===== config.mk =====
export PLATFORM = sky130hd
export DESIGN_NAME = vga_timing
export DESIGN_NICKNAME = d
export VERILOG_FILES = /design/src/rtl/vga_timing.sv
export SDC_FILE = /design/constraint.sdc
export NUM_CORES = 1
export LEC_CHECK = 0
export ABC_AREA = 1
export CORE_ASPECT_RATIO = 0.9
export CORE_MARGIN = 5
export CORE_UTILIZATION = 25
export DETAILED_ROUTE_END_ITERATION = 10
export PLACE_DENSITY = 0.52
export SYNTH_ARGS = -nofsm -noshare
export SYNTH_HDL_FRONTEND = slang
export SYNTH_SLANG_ARGS = --single-unit

===== constraint.sdc =====
create_clock -name CLOCK_25 -period 1.3 [get_ports CLOCK_25]
set_input_delay 0.26 -clock CLOCK_25 [delete_from_list [all_inputs] [get_ports CLOCK_25]]
set_output_delay 0.26 -clock CLOCK_25 [all_outputs]
set_load 0.02 [all_outputs]

===== src/rtl/vga_timing.sv =====
// 640x480@60 Hz raster generator: pixel/line counters, sync decode and a
// single output register stage that keeps blanked color aligned with sync.
module vga_timing #(
    parameter int   H_VISIBLE   = 640,
    parameter int   H_FRONT     = 16,
    parameter int   H_SYNC      = 96,
    parameter int   H_BACK      = 48,
    parameter int   V_VISIBLE   = 480,
    parameter int   V_FRONT     = 10,
    parameter int   V_SYNC      = 2,
    parameter int   V_BACK      = 33,
    parameter logic SYNC_ACTIVE = 1'b0
) (
    input  logic        CLOCK_25,
    input  logic        RESET_N,
    input  logic [2:0]  color,
    output logic [11:0] x,
    output logic [11:0] y,
    output logic        video_on,
    output logic        frame_tick,
    output logic        VGA_HS,
    output logic        VGA_VS,
    output logic        VGA_R,
    output logic        VGA_G,
    output logic        VGA_B
);

    localparam int H_TOTAL = H_VISIBLE + H_FRONT + H_SYNC + H_BACK;
    localparam int V_TOTAL = V_VISIBLE + V_FRONT + V_SYNC + V_BACK;

    localparam logic [11:0] H_LAST  = 12'(H_TOTAL - 1);
    localparam logic [11:0] V_LAST  = 12'(V_TOTAL - 1);
    localparam logic [11:0] H_VIS   = 12'(H_VISIBLE);
    localparam logic [11:0] V_VIS   = 12'(V_VISIBLE);
    localparam logic [11:0] HS_BEG  = 12'(H_VISIBLE + H_FRONT);
    localparam logic [11:0] HS_END  = 12'(H_VISIBLE + H_FRONT + H_SYNC);
    localparam logic [11:0] VS_BEG  = 12'(V_VISIBLE + V_FRONT);
    localparam logic [11:0] VS_END  = 12'(V_VISIBLE + V_FRONT + V_SYNC);

    logic [11:0] h_cnt_q, h_cnt_d;
    logic [11:0] v_cnt_q, v_cnt_d;
    logic        hs_q, hs_d;
    logic        vs_q, vs_d;
    logic [2:0]  rgb_q, rgb_d;
    logic        h_last, v_last;
    logic        hs_act, vs_act;

    always_comb begin
        h_last  = (h_cnt_q == H_LAST);
        v_last  = (v_cnt_q == V_LAST);
        h_cnt_d = h_cnt_q + 12'd1;
        v_cnt_d = v_cnt_q;
        if (h_last) begin
            h_cnt_d = 12'd0;
            v_cnt_d = v_last ? 12'd0 : v_cnt_q + 12'd1;
        end

        video_on   = (h_cnt_q < H_VIS) && (v_cnt_q < V_VIS);
        frame_tick = h_last && v_last;

        // vertical sync is decoded from the line count only, so it covers hblank
        hs_act = (h_cnt_q >= HS_BEG) && (h_cnt_q < HS_END);
        vs_act = (v_cnt_q >= VS_BEG) && (v_cnt_q < VS_END);

        hs_d  = hs_act ? SYNC_ACTIVE : ~SYNC_ACTIVE;
        vs_d  = vs_act ? SYNC_ACTIVE : ~SYNC_ACTIVE;
        rgb_d = video_on ? color : 3'b000;
    end

    always_ff @(posedge CLOCK_25 or negedge RESET_N) begin
        if (!RESET_N) begin
            h_cnt_q <= 12'd0;
            v_cnt_q <= 12'd0;
            hs_q    <= ~SYNC_ACTIVE;
            vs_q    <= ~SYNC_ACTIVE;
            rgb_q   <= 3'b000;
        end else begin
            h_cnt_q <= h_cnt_d;
            v_cnt_q <= v_cnt_d;
            hs_q    <= hs_d;
            vs_q    <= vs_d;
            rgb_q   <= rgb_d;
        end
    end

    assign x      = h_cnt_q;
    assign y      = v_cnt_q;
    assign VGA_HS = hs_q;
    assign VGA_VS = vs_q;
    assign VGA_R  = rgb_q[2];
    assign VGA_G  = rgb_q[1];
    assign VGA_B  = rgb_q[0];

endmodule


==> key figures <==
GRT
  – Total routing usage reported by global routing: 0.119
  – Number of antenna violations at the first check in global routing: 0
  – Remaining Overflow, GRT: 0
  – Wire length of the first global-routing pass: 7600 um
  – Pin count of the biggest net entering global routing: 30
  – Via count of the first global-routing pass: 1619

Route
  – Remaining antenna violation count after routing: 0
  – Detail-routed net length per standard cell: 11.6 um
  – Total vias in the final route: 1604
  – First-pass iteration count of the detailed router: 4
  – DRC viols: 0
  – Post-detailed-route via-to-cell ratio: 4.12
  – Iteration-0 DRC count of the detailed router: 64
  – Routed WL: between 4000 and 5000 um

Pwr
  – Pleak: 1.39 nW
  – Cell-internal power: 1.31 mW
  – Clock network power share: 0.429
  – Cell Pwr Density: 599 nW/um^2
  – VDD IR-drop max: 0.351 mV
  – Sw Share: 0.221
  – Proportion of power drawn by combinational gates: 0.031
  – Seq pwr share: 0.540
  – Sw Pwr: 0.373 mW

Worst hold path
  – Kind of path behind the tightest hold check: in2async

Setup path
  – Critical path data arrival time: about 1.4 ns
  – Cell Chain, Critical Path: inv_1, nand2_1, nor3_2, buf_4, nand2_2, nor2_4, buf_6
  – Launching element of the worst setup path: y[8]$_DFFE_PN0N_
  – Slowest stage cell on the critical path: dfrtp_2
  – Worst path buffer plus inverter count: 3
  – Worst-path fanout max: 3
  – Critical Setup Path Class: reg2out
  – Crit end category: output port
  – Required time reported for the critical path endpoint: approximately 1.0 ns
  – Kind of cell adding the most delay to the critical path: flip-flops
  – Crit Reg-Reg Startpoint: x[10]$_DFF_PN0_
  – Critical path startpoint category: flip-flop
  – Delay contributed by the slowest stage of the critical path: 0.42 ns

Clocking
  – Clock sink count: 29
  – Clock latency at the later pin of the worst-skew pair: 0.28 ns
  – TritonCTS clock tree: built
  – Clock Tree Buf Depth: 2
  – Number of H-tree levels: 2
  – CTS buffer count: 5
  – Buffer cell driving the clock tree root: clkbuf_8
  – Reg clk slew, reported paths: 0.06 ns
  – Hold-fix buffers, CTS: 0

Place
  – Number of port buffers: 35
  – HPWL after detailed placement: 3330 um
  – Placer's final routability congestion estimate: 0.801

Logic synthesis
  – Dominant cell type by area after synthesis: dfrtp_1
  – Average instance area after synthesis: 7.93 sq um
  – Nets in the synthesized netlist: between 200 and 250
  – Top cell type's share of synthesized area: 0.420
  – Leading cell types by total area after synthesis: dfrtp_1, nand2_1, inv_1
  – Seq/Total Area, Yosys: 0.453
  – Total of flip-flops plus latches after synthesis: 29
  – Number of cells produced by synthesis: 203
  – Count of different cell masters after synthesis: 26
  – Yosys warns: 0
  – Total standard cell area after synthesis: 1610 sq um

Die
  – Die Area: 8140 sq um
  – Core region area: 6180 sq um
  – Horizontal extent of the die: about 95 um
  – Number of primary I/O pins: 36
  – Starting density of the core: 0.260
  – Number of rows created at floorplan: 27
  – Chip Height: ~86 um

STA
  – Setup violations, final: 20
  – Setup WS post-layout: -0.312 ns
  – Measured slew at the worst slew-check pin: 0.339 ns
  – Setup Skew: 0.00491 ns
  – Post-layout minimum cycle time: between 1.5 and 2 ns
  – Slew Viols, Final: 0
  – Total Neg Setup Slack: -2.47 ns
  – Worst max-slew margin expressed relative to the limit: 0.772
  – Count of final hold-check violations: 0
  – Fraction of the cycle the final worst path needs: 1.24
  – Fmax: between 600 and 700 MHz
  – Setup repair after global routing missed its margin: true

Run status
  – Violations in the final reports: negative setup slack
  – Run status: complete, but fails checks

Run
  – MaxCap Viol Count: 0

Layout
  – Final core utilization: 0.455
  – Relative area change from synthesis to final layout: 74.7%
  – Most common cell after layout, fill and taps aside: buf_4
  – Antenna fix cells: 0
  – Number of nets at the end of the flow: 310
  – Most frequent cells in the layout: buf_4, nand2_1, inv_1, buf_6, buf_2
  – Share of layout cells above drive strength 1: 0.543
layout make-up:
type                            count  area (sq um)
Inverter                           38           158
Multi-Input combinational cell    134           943
Clock buffer                        8          80.1
Tap cell                           87           109
Timing Repair Buffer               93           774
Fill cell                         611          3370
Sequential cell                    29           746
worst paths after layout:
check / endpoint / cells past startpoint / slack, ns
worst max-delay path: frame_tick / 7 / -0.31
worst min-delay path: y[11]$_DFFE_PN0N_ / 2 / 0.33
worst max register to register: y[3]$_DFFE_PN0N_ / 8 / -0.15
worst min register to register: x[0]$_DFF_PN0_ / 2 / 0.60
max in group asynchronous: VGA_VS$_DFF_PN1_ / 2 / 0.72
min in group CLOCK_25: rgb_q[0]$_DFF_PN0_ / 3 / 0.49
cell usage after synthesis, drive strengths merged:
cell    number
o21ai       11
nand3       21
ha           4
a21oi        2
nor2        27
inv         38
o21bai       1
dfrtp       27
nand2       42
dfstp        2
nor3b        1
nor3         7
nand4        5
xnor2        1
nor4         1
buf          2
nand3b       2
xor2         9
power groups by stage:
stage               logic [mW]  registers [mW]  clock network [mW]
floorplan              0.00367           0.931                   0
global placement        0.0587           0.925                   0
detailed placement      0.0589           0.925                   0
CTS                     0.0559           0.908               0.751
global route            0.0601           0.908               0.804
finish                  0.0529           0.908               0.721
kinds of logic (layout without fill, tap and decap cells):
kind of cell | count (synthesis) | in the layout | share of synthesized area
AO/OA/AOI/OAI | 14 | 14 | 0.0451
adder cells (fa/ha/maj) | 4 | 4 | 0.0311
buffers and inverters | 40 | 139 | 0.0988
XOR/XNOR | 10 | 10 | 0.0544
flip-flops | 29 | 29 | 0.453
AND/OR/NAND/NOR | 106 | 106 | 0.318
what timing repair did:
| action | 4_1_cts | 5_1_grt |
|---|---|---|
| cloned | 1 | 0 |
| resized for setup | 168 | 38 |
| pin swaps | 17 | 23 |
| endpoints found under the setup margin | 50 | 30 |
| setup buffers | 6 | 4 |
registers in the layout (all words and copies together) (netlist names):
| register | flops |
|---|---|
| x | 12 |
| VGA_VS | 1 |
| VGA_HS | 1 |
| rgb_q | 3 |
| y | 12 |
per-stage QoR:
step	power [mW]	cell area, sq um	std cells	setup WS, ns	hold slack, ns
final	1.68	2810	389	-0.312	0.332
after CTS	1.72	2660	387	-0.356	0.336
after floorplan	0.935	1680	203	-0.102	-0.0356
after global placement	0.984	2520	374	-0.604	0.566
after global routing	1.77	2810	389	-0.422	0.335
after detailed placement	0.984	2520	374	-0.584	0.568
routing by layer:
metal | share of wire | track usage | up-vias | wire [um]
li1 | - | - | 833 | -
met1 | 0.46 | 0.157 | 732 | 2080
met2 | 0.48 | 0.187 | 37 | 2140
met3 | 0.059 | 0.0412 | 2 | 263
met4 | 0.0033 | 0.0275 | 0 | 15
met5 | 0 | 0 | - | 0
Power figures use the tool's default switching activity.
